### config.mk
export PLATFORM = sky130hd
export DESIGN_NAME = gpu_mem_arbiter
export DESIGN_NICKNAME = d
export VERILOG_FILES = /design/src/rtl/gpu_mem_arbiter_pkg.sv /design/src/rtl/gpu_mem_arbiter_rr_select.sv /design/src/rtl/gpu_mem_arbiter.sv
export SDC_FILE = /design/constraint.sdc
export NUM_CORES = 1
export LEC_CHECK = 0
export ABC_CLOCK_PERIOD_IN_PS = 5400
export BUFFER_PORTS_ARGS = -buffer_cell sky130_fd_sc_hd__clkbuf_2
export CORE_AREA = 10 10 105 107
export CTS_CLUSTER_SIZE = 10
export DETAILED_ROUTE_END_ITERATION = 8
export DIE_AREA = 0 0 115 117
export GPL_TIMING_DRIVEN = 0
export HOLD_SLACK_MARGIN = 0.06
export PLACE_DENSITY = 0.72
export SYNTH_ARGS = -nofsm -noshare
export SYNTH_HDL_FRONTEND = slang
export SYNTH_SLANG_ARGS = --single-unit
### constraint.sdc
create_clock -name gpu_clk -period 5.4 [get_ports gpu_clk]
set_clock_uncertainty 0.15 [all_clocks]
set_input_delay 0 -clock gpu_clk [delete_from_list [all_inputs] [get_ports gpu_clk]]
set_output_delay 0 -clock gpu_clk [all_outputs]
set_load 0.02 [all_outputs]
### src/rtl/gpu_mem_arbiter_pkg.sv
// gpu_mem_arbiter_pkg: shared arbiter state encoding and data-memory timing
package gpu_mem_arbiter_pkg;
  typedef enum logic {OPEN, LOCKED} arb_state_t;
  localparam int MEM_RD_LAT = 1;
  function automatic int idx_w(input int n);
    return n > 1 ? $clog2(n) : 1;
  endfunction
endpackage

### src/rtl/gpu_mem_arbiter_rr_select.sv
// rr_select: rotating-priority pick of the first valid requester at or above ptr
module rr_select #(
  parameter int N = 3,
  parameter int IW = 2
) (
  input  logic [N-1:0]  valid,
  input  logic [IW-1:0] ptr,
  output logic [N-1:0]  gnt,
  output logic [IW-1:0] idx
);
  // Scanning from the far end lets the nearest valid requester overwrite earlier hits
  always_comb begin
    gnt = '0;
    idx = '0;
    for (int i = N - 1; i >= 0; i--) begin
      if (valid[(int'(ptr) + i) % N]) begin
        gnt = N'(1) << ((int'(ptr) + i) % N);
        idx = IW'((int'(ptr) + i) % N);
      end
    end
  end
endmodule

### src/rtl/gpu_mem_arbiter.sv
// gpu_mem_arbiter: round-robin beat arbiter with burst locking in front of a single-port data BRAM
module gpu_mem_arbiter
  import gpu_mem_arbiter_pkg::*;
#(
  parameter int NUM_REQ = 3,
  parameter int ADDR_W = 16,
  parameter int MAX_BURST = 16,
  localparam int IDX_W = idx_w(NUM_REQ)
) (
  input  logic                      gpu_clk,
  input  logic                      gpu_aresetn,
  input  logic [NUM_REQ-1:0]        req_valid,
  output logic [NUM_REQ-1:0]        req_ready,
  input  logic [NUM_REQ-1:0]        req_lock,
  input  logic [NUM_REQ*4-1:0]      req_we,
  input  logic [NUM_REQ*ADDR_W-1:0] req_addr,
  input  logic [NUM_REQ*32-1:0]     req_wdata,
  output logic [NUM_REQ-1:0]        resp_valid,
  output logic [31:0]               resp_rdata,
  output logic                      mem_en,
  output logic [3:0]                mem_we,
  output logic [ADDR_W-1:0]         mem_addr,
  output logic [31:0]               mem_wdata,
  input  logic [31:0]               mem_rdata,
  output logic [IDX_W-1:0]          grant_id,
  output logic                      locked
);
  arb_state_t state, state_nx;
  logic [IDX_W-1:0] rr_ptr, rr_ptr_nx, owner, owner_nx, sel_idx, win, win_inc;
  logic [7:0] beat_cnt, beat_cnt_nx, beat_inc;
  logic [NUM_REQ-1:0] sel_gnt;
  logic [NUM_REQ-1:0] resp_pipe [MEM_RD_LAT];
  logic [3:0] win_we;
  logic run, acc, win_lock, release_lock;

  rr_select #(.N(NUM_REQ), .IW(IDX_W)) u_sel (
    .valid(req_valid),
    .ptr(rr_ptr),
    .gnt(sel_gnt),
    .idx(sel_idx)
  );

  always_comb begin
    win = state == LOCKED ? owner : sel_idx;
    win_inc = win == IDX_W'(NUM_REQ - 1) ? '0 : win + 1'b1;
    win_we = req_we[win*4 +: 4];
    win_lock = req_lock[win];
    req_ready = !run ? '0 : state == OPEN ? sel_gnt : req_valid[owner] ? NUM_REQ'(1) << owner : '0;
    acc = |req_ready;
    beat_inc = beat_cnt + 8'd1;
    // Owner lets go on an unlocked beat, on going idle unlocked, or when the burst cap is hit
    release_lock = acc ? (!win_lock || beat_inc == 8'(MAX_BURST)) : (!req_valid[owner] && !req_lock[owner]);
    mem_en = acc;
    mem_we = acc ? win_we : '0;
    mem_addr = acc ? req_addr[win*ADDR_W +: ADDR_W] : '0;
    mem_wdata = acc ? req_wdata[win*32 +: 32] : '0;
    state_nx = state;
    rr_ptr_nx = rr_ptr;
    owner_nx = owner;
    beat_cnt_nx = beat_cnt;
    if (state == OPEN) begin
      if (acc && win_lock && MAX_BURST > 1) begin
        state_nx = LOCKED;
        owner_nx = win;
        beat_cnt_nx = 8'd1;
      end else if (acc) rr_ptr_nx = win_inc;
    end else if (release_lock) begin
      state_nx = OPEN;
      rr_ptr_nx = win_inc;
      beat_cnt_nx = '0;
    end else if (acc) beat_cnt_nx = beat_inc;
  end

  // run gates grants so reset release is taken up on a clock edge, not mid-cycle
  always_ff @(posedge gpu_clk or negedge gpu_aresetn) begin
    if (!gpu_aresetn) begin
      state <= OPEN;
      rr_ptr <= '0;
      owner <= '0;
      beat_cnt <= '0;
      grant_id <= '0;
      run <= 1'b0;
      for (int i = 0; i < MEM_RD_LAT; i++) resp_pipe[i] <= '0;
    end else begin
      state <= state_nx;
      rr_ptr <= rr_ptr_nx;
      owner <= owner_nx;
      beat_cnt <= beat_cnt_nx;
      run <= 1'b1;
      if (acc) grant_id <= win;
      resp_pipe[0] <= (acc && win_we == 4'h0) ? req_ready : '0;
      for (int i = 1; i < MEM_RD_LAT; i++) resp_pipe[i] <= resp_pipe[i-1];
    end
  end

  assign resp_valid = resp_pipe[MEM_RD_LAT-1];
  assign resp_rdata = |resp_valid ? mem_rdata : '0;
  assign locked = state == LOCKED;
endmodule

==> results of run 1 <==
==> registers in the layout, indices dropped and copies added (netlist names) <==
register    flops
locked          1
rr_ptr          2
grant_id        2
resp_valid      3
owner           2
beat_cnt        8
run             1
==> layer usage <==
| layer | vias up | share of wire | track usage |
|---|---|---|---|
| met5 | - | 0 | 0 |
| met4 | 0 | 0.021 | 0.05446 |
| met3 | 27 | 0.13 | 0.08461 |
| met2 | 253 | 0.50 | 0.3720 |
| met1 | 2015 | 0.35 | 0.2104 |
| li1 | 2295 | - | - |
==> area by class of cell <==
class	instances	area [µm²]	area share
clock inverters	1	5.005	0.001081
clock buffers	3	41.29	0.008919
plain buffers	37	153.9	0.03324
flip-flops and latches	19	475.5	0.1027
multi-input cells	422	2247	0.4854
inverters	15	56.30	0.01216
repair buffers	295	1511	0.3265
well taps	111	138.9	0.03000
==> kinds of logic after synthesis <==
| family | Yosys count | synth area share |
|---|---|---|
| AOI/OAI and AO/OA | 146 | 0.3038 |
| xor gates and xnor gates | 1 | 0.002987 |
| adders and majority gates | 4 | 0.01707 |
| buffers and inverters | 52 | 0.07167 |
| DFF | 19 | 0.1621 |
| muxes | 8 | 0.02901 |
| other | 1 | 0.001279 |
| and+or+nand+nor | 262 | 0.4121 |
==> per-stage QoR <==
stage,power [W],worst slack (ns),utilization,std cells
6_report,0.002999,0.9526,0.5132,903
5_1_grt,0.003299,0.5370,0.5132,903
4_1_cts,0.003018,0.9430,0.5132,903
3_5_place_dp,0.002892,1.239,0.5003,892
3_3_place_gp,0.002892,1.278,0.5003,892
2_1_floorplan,0.002046,2.071,-,493
==> path summary, 6_finish.rpt <==
check / start / to / slack (ns)
worst max-delay path: rr_ptr[0]$_DFFE_PN0P_ / mem_addr[0] / 0.95
worst min-delay path: gpu_aresetn / beat_cnt[4]$_DFFE_PN0P_ / 0.09
worst max register to register: rr_ptr[0]$_DFFE_PN0P_ / beat_cnt[0]$_DFFE_PN0P_ / 1.44
worst min register to register: grant_id[1]$_DFFE_PN0P_ / grant_id[1]$_DFFE_PN0P_ / 0.33
max in group asynchronous: gpu_aresetn / owner[1]$_DFFE_PN0P_ / 4.68
min in group gpu_clk: req_we[0] / resp_valid[1]$_DFF_PN0_ / 0.11
==> placed cells by master (no fill, tap or decap), types with 7 or more instances in the layout <==
| cell | Yosys | final |
|---|---|---|
| clkbuf_2 | 0 | 288 |
| dfrtp_1 | 19 | 19 |
| nor2b_1 | 35 | 35 |
| a31oi_1 | 9 | 9 |
| dlygate4sd3_1 | 0 | 7 |
| inv_1 | 15 | 15 |
| nor2_1 | 63 | 63 |
| clkbuf_1 | 27 | 27 |
| nor3_1 | 9 | 9 |
| nand2_1 | 115 | 115 |
| a21oi_1 | 101 | 101 |
| nand3_1 | 9 | 9 |
==> where the power goes <==
part | internal [W] | switching (W)
clock network | 0.0000513 | 0.0000505
logic | 0.000857 | 0.00180
registers | 0.000187 | 0.0000502
total | 0.00110 | 0.00190
==> critical path: stages, from the launching register on <==
cell,delay (ns)
dfrtp_1,0.35
inv_1,0.07
ha_1,0.28
clkbuf_1,0.32
nor4bb_1,0.36
a211o_1,0.16
o2111ai_1,0.12
nand3_1,0.33
inv_1,0.15
nor3_2,0.48
clkbuf_1,0.56
buf_1,0.55
nor2_1,0.12
clkbuf_2,0.19
==> results.sh, run 1 <==
export IMPL_dr_pass1_iters=8
export IMPL_drt_iter0_markers=179
export IMPL_yosys_warnings=0
export IMPL_rows=35
export IMPL_synth_enable_flop_cells=0
export IMPL_ys_ff_latch=19
export IMPL_synth_seq_area_share=0.1621
export IMPL_post_cts_resized=0
export IMPL_syn_nets=693
export IMPL_drv_slew=0
export IMPL_slew_headroom=0.4706
export IMPL_area_growth_pct=57.85
export IMPL_holdBufCountCts=7
export IMPL_cts_tree="yes"
export IMPL_fmaxAchievable_ghz=0.2248
export IMPL_io_buffers=288
export IMPL_fp_dieW_um=115
export IMPL_antenna_found_initial=0
export IMPL_grt_overflow=0
export IMPL_ys_types=55
export IMPL_crit_required_ns=5.25
export IMPL_grt_pass1_vias=4602
export IMPL_path_clk_slew_ns=0.08
export IMPL_crit_fanout=10
export IMPL_fin_setup_tns_ns=0
export IMPL_grt_pass1_wl_um=22740
export IMPL_status="complete, no violations"
export IMPL_via_per_inst=5.083
export IMPL_antenna_cells=0
export IMPL_final_layout_size_suffix_gt1_frac=0.3927
export IMPL_final_area_um2=4629
export IMPL_hold_viol=0
export IMPL_io_pins=290
export IMPL_arrival_ns=4.30
export IMPL_wl_um=15050
export IMPL_core_area_um2=9021
export IMPL_track_usage=0.2041
export IMPL_antenna_left=0
export IMPL_dr_total_vias=4590
export IMPL_powerDensity_nw_per_um2=647.8
export IMPL_drt_wirelength_per_cell_um=16.67
export IMPL_netlist_area_um2=2933
export IMPL_drc=0
export IMPL_async_reset_ff_frac=1.000
export IMPL_rsz0062_at_grt="no"
export IMPL_htreeDepth=1
export IMPL_critPathLaunchType="register"
export IMPL_placed_area_um2=4513
export IMPL_hold_class="in2async"
export IMPL_synth_most_common_cell="nand2_1"
export IMPL_die_h_um=117
export IMPL_cp_end_kind="output port"
export IMPL_synth_common_cells="115 x nand2_1, 101 x a21oi_1, 63 x nor2_1"
export IMPL_clockRootBuffer="clkbuf_8"
export IMPL_gp_congestion=0.9022
export IMPL_syn_inst=493
export IMPL_clock_path_buffers=2
export IMPL_fillers=1005
export IMPL_yosys_most_used_dff="dfrtp_1"
export IMPL_finalCritPeriodShare=0.8236
export IMPL_tightest_slew_ns=0.7913
export IMPL_finalNetCount=993
export IMPL_yosys_area_top_type="a21oi_1"
export IMPL_cts_buffers=3
export IMPL_setup_violations=0
export IMPL_insertion_delay_ns=0.26
export IMPL_drv_cap=0
export IMPL_critPathKind="reg2out"
export IMPL_r2r_cells=12
export IMPL_initial_core_util=0.3251
export IMPL_p_leak_nw=2.529
export IMPL_dp_hpwl_um=12650
export IMPL_grt_max_degree=20
export IMPL_whs_ns=0.08990
export IMPL_clkSinkCount=19
export IMPL_yosys_area_top_type_share=0.1724
export IMPL_min_period_ns=4.447
export IMPL_syn_avg_cell_area_um2=5.949
export IMPL_dieArea_um2=13460
export IMPL_synth_area_top_cells="a21oi_1 17%, dfrtp_1 16%, nand2_1 15%"
export IMPL_max_vdd_ir_drop_mv=0.3757
export IMPL_cts_setup_buffers=0
No activity file was read; power rests on OpenSTA's default activity.
==> run 2, diff against run 1 <==
--- a/config.mk
+++ b/config.mk
@@ -5,15 +5,16 @@
 export SDC_FILE = /design/constraint.sdc
 export NUM_CORES = 1
 export LEC_CHECK = 0
-export ABC_CLOCK_PERIOD_IN_PS = 5400
+export ABC_AREA = 1
+export ABC_CLOCK_PERIOD_IN_PS = 4700
 export BUFFER_PORTS_ARGS = -buffer_cell sky130_fd_sc_hd__clkbuf_2
-export CORE_AREA = 10 10 105 107
+export CORE_AREA = 10 10 103 105
 export CTS_CLUSTER_SIZE = 10
 export DETAILED_ROUTE_END_ITERATION = 8
-export DIE_AREA = 0 0 115 117
+export DIE_AREA = 0 0 113 115
 export GPL_TIMING_DRIVEN = 0
 export HOLD_SLACK_MARGIN = 0.06
-export PLACE_DENSITY = 0.72
+export PLACE_DENSITY = 0.75
 export SYNTH_ARGS = -nofsm -noshare
 export SYNTH_HDL_FRONTEND = slang
 export SYNTH_SLANG_ARGS = --single-unit
==> constraint.sdc (replaced) <==
create_clock -name gpu_clk -period 4.7 [get_ports gpu_clk]
set_clock_uncertainty 0.15 [all_clocks]
set_input_delay 0 -clock gpu_clk [delete_from_list [all_inputs] [get_ports gpu_clk]]
set_output_delay 0 -clock gpu_clk [all_outputs]
set_load 0.02 [all_outputs]
==> run 2 against run 1 <==
Effect of this change: global-route usage grew 1.1 points; sequential power about the same; utilization increased by 2.6 points; register-to-register slack lost 0.13 ns; critical endpoint is now resp_valid[1]$_DFF_PN0_; power up 33%; highest routed layer unchanged; worst setup slack better by 0.36 ns; synthesized cell count rose by 13%; hold slack got worse by 0.0086 ns; sequential share of layout area about the same.
==> results.sh, run 2 <==
export IMPL_hold_class="in2async"
export IMPL_fillers=933
export IMPL_whs_ns=0.08129
export IMPL_antenna_left=0
export IMPL_grt_overflow=0
export IMPL_insertion_delay_ns=0.26
export IMPL_drt_wirelength_per_cell_um=16.05
export IMPL_final_common_cell="clkbuf_2"
export IMPL_synth_enable_flop_cells=0
export IMPL_cp_cell_sequence="inv_1 -> ha_1 -> o21ai_2 -> nand2_1 -> nand2_1 -> o21ai_1 -> nand2_1 -> nand2_2 -> a21oi_4 -> buf_2 -> nand2_1 -> o211ai_2 -> nand2_1 -> dlygate4sd3_1 -> nor3_1"
export IMPL_fmaxAchievable_ghz=0.2950
export IMPL_drt_iter0_markers=254
export IMPL_initial_core_util=0.3428
export IMPL_ys_ff_latch=19
export IMPL_top_register="beat_cnt"
export IMPL_ys_types=30
export IMPL_arrival_ns=3.42
export IMPL_clockRootBuffer="clkbuf_8"
export IMPL_min_period_ns=3.390
export IMPL_cts_tree="yes"
export IMPL_crit_required_ns=4.73
export IMPL_tightest_slew_ns=0.4992
export IMPL_crit_family="buffers and inverters"
export IMPL_drc=0
export IMPL_yosys_area_top_type_share=0.2650
export IMPL_dieArea_um2=13000
export IMPL_antenna_cells=0
export IMPL_dr_pass1_iters=5
export IMPL_area_growth_pct=57.19
export IMPL_path_clk_slew_ns=0.07
export IMPL_rsz0062_at_grt="no"
export IMPL_final_layout_size_suffix_gt1_frac=0.3923
export IMPL_setup_violations=0
export IMPL_syn_nets=756
export IMPL_critPathLaunchType="register"
export IMPL_p_leak_nw=2.946
export IMPL_max_stage_delay_ns=0.61
export IMPL_powerDensity_nw_per_um2=868.4
export IMPL_yosys_warnings=0
export IMPL_final_cell_mix="289 x clkbuf_2, 207 x nand2_1, 69 x nor2_1, 64 x inv_1, 43 x a21oi_1"
export IMPL_gp_congestion=0.9535
export IMPL_dp_hpwl_um=13340
export IMPL_slowest_stage="dlygate4sd3_1"
export IMPL_yosys_most_used_dff="dfrtp_1"
export IMPL_syn_avg_cell_area_um2=5.273
export IMPL_wl_met1_um=5758
export IMPL_grt_max_degree=20
export IMPL_cp_common_cell="nand2_1"
export IMPL_clock_path_buffers=2
export IMPL_finalNetCount=1055
export IMPL_grt_pass1_vias=4396
export IMPL_synth_seq_area_share=0.1622
export IMPL_largest_register_ffs=8
export IMPL_io_buffers=289
export IMPL_antenna_found_initial=0
export IMPL_wl_um=15440
export IMPL_synth_area_top_cells="nand2_1 27%, dfrtp_1 16%, nor2_1 8.8%"
export IMPL_crit_fanout=10
export IMPL_critPathKind="reg2reg"
export IMPL_fin_setup_tns_ns=0
export IMPL_netlist_area_um2=2932
export IMPL_syn_inst=556
export IMPL_yosys_area_top_type="nand2_1"
export IMPL_io_pins=290
export IMPL_rows=34
export IMPL_core_area_um2=8551
export IMPL_synth_common_cells="207 x nand2_1, 69 x nor2_1, 64 x inv_1"
export IMPL_cts_buffers=3
export IMPL_finalCritPeriodShare=0.7213
export IMPL_top_layer="met4"
export IMPL_synth_most_common_cell="nand2_1"
export IMPL_cp_end_kind="register"
export IMPL_routed_wl_met3_um=1810
export IMPL_slew_headroom=0.6646
export IMPL_track_usage=0.2150
export IMPL_async_reset_ff_frac=1.000
export IMPL_status="complete, no violations"
export IMPL_via_per_inst=4.707
export IMPL_clkSinkCount=19
export IMPL_fp_dieW_um=113
export IMPL_crit_buf_inv=3
export IMPL_grt_pass1_wl_um=23030
export IMPL_htreeDepth=1
export IMPL_post_cts_resized=0
export IMPL_dr_total_vias=4528
export IMPL_drv_cap=0
export IMPL_hold_viol=0
export IMPL_max_vdd_ir_drop_mv=0.6347
export IMPL_wl_met2_um=7641
export IMPL_drv_slew=0
export IMPL_die_h_um=115
-- run 2: worst reg2reg max path, cell delays in order (launching register included) --
cell           delay (ns)
dfrtp_1              0.38
inv_1                0.07
ha_1                 0.38
o21ai_2              0.24
nand2_1              0.12
nand2_1              0.07
o21ai_1              0.05
nand2_1              0.08
nand2_2              0.07
a21oi_4              0.30
buf_2                0.29
nand2_1              0.09
o211ai_2             0.10
nand2_1              0.12
dlygate4sd3_1        0.61
nor3_1               0.18
-- run 2: worst paths after layout --
path	depth (start not counted)	slack, ns	startpoint	end
setup / recovery	15	1.31	rr_ptr[0]$_DFFE_PN0P_	resp_valid[1]$_DFF_PN0_
hold / removal	2	0.08	gpu_aresetn	grant_id[0]$_DFFE_PN0P_
setup reg to reg	15	1.31	rr_ptr[0]$_DFFE_PN0P_	resp_valid[1]$_DFF_PN0_
hold reg to reg	2	0.33	grant_id[1]$_DFFE_PN0P_	grant_id[1]$_DFFE_PN0P_
max in group asynchronous	2	3.99	gpu_aresetn	owner[1]$_DFFE_PN0P_
min in group gpu_clk	6	0.11	req_we[9]	resp_valid[2]$_DFF_PN0_
-- run 2: what timing repair did --
action                                 4_1_cts  5_1_grt
endpoints found under the hold margin       22        0
hold buffers                                 5        0
buffers inserted                             0        0
-- run 2: stage by stage --
step | utilization | instance area, µm² | power, W | std cells | setup WS, ns
final | 0.5389 | 4608 | 0.004002 | 962 | 1.310
after global routing | 0.5389 | 4608 | 0.004410 | 962 | 1.071
after CTS | 0.5389 | 4608 | 0.004026 | 962 | 1.308
after detailed placement | 0.5278 | 4513 | 0.003879 | 953 | 1.698
after global placement | 0.5278 | 4513 | 0.003867 | 953 | 1.749
after floorplan | - | 2932 | 0.002719 | 556 | 2.166
-- run 2: cell type report --
class                   instances  area (µm²)  share of cell area
inverters                      68       255.2             0.05539
multi-input cells             440        2052              0.4453
well taps                     108       135.1             0.02932
clock buffers                   4       45.04            0.009775
plain buffers                  29       148.9             0.03231
flip-flops and latches         19       475.5              0.1032
repair buffers                294        1496              0.3247
-- run 2: per-layer routing --
layer,vias up,global-route usage
li1,2337,-
met1,1949,0.2384
met2,224,0.3763
met3,18,0.08906
met4,0,0.04822
met5,-,0
-- run 2: cell families (layout without fill, tap and decap cells) --
kind of cell    Yosys count  count (layout)  share of synthesized area
simple gates            333             333                     0.4678
buf+inv                  97             395                     0.1379
compound gates           87              87                     0.1652
flops                    19              19                     0.1622
mux                       9               9                    0.03073
xor+xnor                  6               6                    0.01793
fa+ha+maj                 4               4                    0.01707
other cells               1               1                   0.001279
-- run 2: where the power goes --
part | total, W | internal [W] | switching, W
Sequential | 0.000237 | 0.000206 | 0.0000315
Combinational | 0.00365 | 0.00113 | 0.00252
Clock | 0.000115 | 0.0000604 | 0.0000551
==> run 3, diff against run 2 <==
--- a/config.mk
+++ b/config.mk
@@ -5,16 +5,17 @@
 export SDC_FILE = /design/constraint.sdc
 export NUM_CORES = 1
 export LEC_CHECK = 0
-export ABC_AREA = 1
-export ABC_CLOCK_PERIOD_IN_PS = 4700
+export ABC_AREA = 0
+export ABC_CLOCK_PERIOD_IN_PS = 2900
 export BUFFER_PORTS_ARGS = -buffer_cell sky130_fd_sc_hd__clkbuf_2
-export CORE_AREA = 10 10 103 105
+export CORE_ASPECT_RATIO = 1.1
+export CORE_MARGIN = 10
+export CORE_UTILIZATION = 34
 export CTS_CLUSTER_SIZE = 10
 export DETAILED_ROUTE_END_ITERATION = 8
-export DIE_AREA = 0 0 113 115
 export GPL_TIMING_DRIVEN = 0
 export HOLD_SLACK_MARGIN = 0.06
-export PLACE_DENSITY = 0.75
+export PLACE_DENSITY = 0.78
 export SYNTH_ARGS = -nofsm -noshare
 export SYNTH_HDL_FRONTEND = slang
 export SYNTH_SLANG_ARGS = --single-unit
==> constraint.sdc (replaced) <==
create_clock -name gpu_clk -period 2.9 [get_ports gpu_clk]
set_clock_uncertainty 0.15 [all_clocks]
set_input_delay 0 -clock gpu_clk [delete_from_list [all_inputs] [get_ports gpu_clk]]
set_output_delay 0 -clock gpu_clk [all_outputs]
set_load 0.02 [all_outputs]
==> run 3 against run 2 <==
Effect of this change: the run now ends with setup timing left; sequential share of layout area is 3.2 points lower; worst setup slack worse by 1.5 ns; via count is 21% higher; power grew to 2.6 times the previous value; sequential power is 95% higher; sequential cell count stayed put; first-iteration DRC count is 29% higher; largest power group unchanged.
==> results.sh, run 3 (same netlist as run 1, synthesis figures left out) <==
export IMPL_path_clk_slew_ns=0.08
export IMPL_io_buffers=288
export IMPL_multiInputGateArea_um2=3039
export IMPL_critPathLaunchType="register"
export IMPL_max_vdd_ir_drop_mv=1.124
export IMPL_grt_max_degree=20
export IMPL_insertion_delay_ns=0.27
export IMPL_critPathKind="reg2reg"
export IMPL_area_growth_pct=128.7
export IMPL_slew_headroom=0.5857
export IMPL_fillers=543
export IMPL_finalCritPeriodShare=1.082
export IMPL_r2r_setup_slack_ns=-0.24
export IMPL_rsz0062_at_grt="yes"
export IMPL_clockRootBuffer="clkbuf_8"
export IMPL_placed_area_um2=4750
export IMPL_arrival_ns=3.15
export IMPL_slowest_stage="a311o_1"
export IMPL_grt_pass1_wl_um=29440
export IMPL_top_register="beat_cnt"
export IMPL_setup_violations=68
export IMPL_final_cell_mix="238 x clkbuf_2, 114 x nand2_1, 65 x buf_4, 52 x a21oi_1, 38 x a21oi_2"
export IMPL_drv_slew=0
export IMPL_status="finished with violations"
export IMPL_antenna_found_initial=0
export IMPL_dr_pass1_iters=5
export IMPL_final_common_cell="clkbuf_2"
export IMPL_crit_required_ns=2.91
export IMPL_rows=35
export IMPL_p_total_w=0.01039
export IMPL_r2r_cells=12
export IMPL_dp_hpwl_um=14020
export IMPL_final_area_um2=6708
export IMPL_grt_pass1_vias=5645
export IMPL_p_leak_nw=3.247
export IMPL_track_usage=0.2853
export IMPL_grt_overflow=0
export IMPL_cp_common_cell="buf_6"
export IMPL_cp_end_kind="register"
export IMPL_violations="setup timing"
export IMPL_die_h_um=117.4
export IMPL_hold_class="in2async"
export IMPL_dr_total_vias=5479
export IMPL_max_stage_delay_ns=0.48
export IMPL_antenna_cells=0
export IMPL_cp_cell_sequence="buf_6 -> ha_4 -> buf_6 -> mux2i_1 -> nand3_2 -> a311o_1 -> a21oi_4 -> buf_6 -> a311oi_4 -> buf_4 -> a32oi_4 -> mux2_4"
export IMPL_fmaxAchievable_ghz=0.3188
export IMPL_wl_um=21520
export IMPL_crit_family="compound AO/OA/AOI/OAI gates"
export IMPL_tightest_slew_ns=0.6215
export IMPL_finalNetCount=1054
export IMPL_gp_congestion=0.9503
export IMPL_final_layout_size_suffix_gt1_frac=0.6237
export IMPL_setup_ws_ns=-0.2367
export IMPL_clkSinkCount=19
export IMPL_crit_buf_inv=4
export IMPL_hold_viol=0
export IMPL_whs_ns=0.09610
export IMPL_drv_cap=0
export IMPL_crit_fanout=7
export IMPL_r2r_start="rr_ptr[0]$_DFFE_PN0P_"
export IMPL_cts_buffers=3
export IMPL_drt_wirelength_per_cell_um=22.32
export IMPL_min_period_ns=3.137
export IMPL_cts_tree="yes"
export IMPL_powerDensity_nw_per_um2=1549
export IMPL_initial_core_util=0.3488
export IMPL_fp_dieW_um=108.6
export IMPL_io_pins=290
export IMPL_core_area_um2=8408
export IMPL_htreeDepth=1
export IMPL_drc=0
export IMPL_r2r_end="rr_ptr[1]$_DFFE_PN0P_"
export IMPL_regArea_um2=475.5
export IMPL_dieArea_um2=12750
export IMPL_via_per_inst=5.684
export IMPL_drt_iter0_markers=327
export IMPL_clock_path_buffers=2
export IMPL_antenna_left=0
export IMPL_largest_register_ffs=8
## run 3: cell types whose count changed in the layout (fill, tap and decap cells not counted), moves of 18 or more
cell	delta
nand2_1	-93
o21ai_0	-20
a21oi_2	+38
buf_6	+22
buf_2	-18
nand3_1	-23
inv_1	-53
nor2b_1	+34
nor2_1	-56
nor2_2	+28
nor2_4	+21
buf_4	+63
clkbuf_2	-51
buf_8	+29
## run 3: through the flow
| stage | utilization | instances | setup WS (ns) | setup TNS [ns] |
|---|---|---|---|---|
| 2_1_floorplan | - | 493 | -0.1157 | -0.3953 |
| 3_3_place_gp | 0.5649 | 892 | -0.6225 | -32.34 |
| 3_5_place_dp | 0.5649 | 892 | -0.7316 | -37.49 |
| 4_1_cts | 0.7271 | 953 | -0.2211 | -6.905 |
| 5_1_grt | 0.7978 | 964 | -0.2923 | -14.79 |
| 6_report | 0.7978 | 964 | -0.2367 | -10.69 |
## run 3: report_power, final
group | switching (W) | total, W | leakage (nW) | internal (W)
Sequential | 0.000115 | 0.000463 | 0.244 | 0.000349
Combinational | 0.00519 | 0.00973 | 2.98 | 0.00453
Clock | 0.000101 | 0.000199 | 0.0228 | 0.0000983
## run 3: worst max-delay path by stage
stage / startpoint / endpoint / slack (ns) / cells past startpoint
after floorplan: rr_ptr[1]$_DFFE_PN0P_ / beat_cnt[0]$_DFFE_PN0P_ / -0.12 / 12
after global placement: rr_ptr[1]$_DFFE_PN0P_ / beat_cnt[0]$_DFFE_PN0P_ / -0.62 / 12
after detailed placement: rr_ptr[1]$_DFFE_PN0P_ / beat_cnt[0]$_DFFE_PN0P_ / -0.73 / 12
after CTS: rr_ptr[1]$_DFFE_PN0P_ / beat_cnt[2]$_DFFE_PN0P_ / -0.22 / 13
after global routing: rr_ptr[0]$_DFFE_PN0P_ / beat_cnt[3]$_DFFE_PN0P_ / -0.29 / 13
final: rr_ptr[0]$_DFFE_PN0P_ / rr_ptr[1]$_DFFE_PN0P_ / -0.24 / 12
## run 3: final cells by class
cell class,instances,share of cell area
inverters,15,0.008394
flip-flops and latches,19,0.07088
multi-input cells,422,0.4531
plain buffers,33,0.06529
repair buffers,360,0.3749
clock buffers,4,0.006715
well taps,111,0.02071
## run 3: per-layer routing
layer / part of all wire / routed length, µm / track usage
met1: 0.32 / 6877 / 0.2664
met5: 0 / 0 / 0
met4: 0.057 / 1226 / 0.1568
met3: 0.12 / 2489 / 0.09967
met2: 0.51 / 10920 / 0.5192
## run 3: what timing repair did
action                                 in CTS  in global routing
hold buffers                                4                  0
cloned                                      9                  2
setup endpoints to repair                  71                 71
pin swaps                                  32                 24
gates resized for setup                   196                160
endpoints found under the hold margin      22                  0
buffers inserted                           46                 12
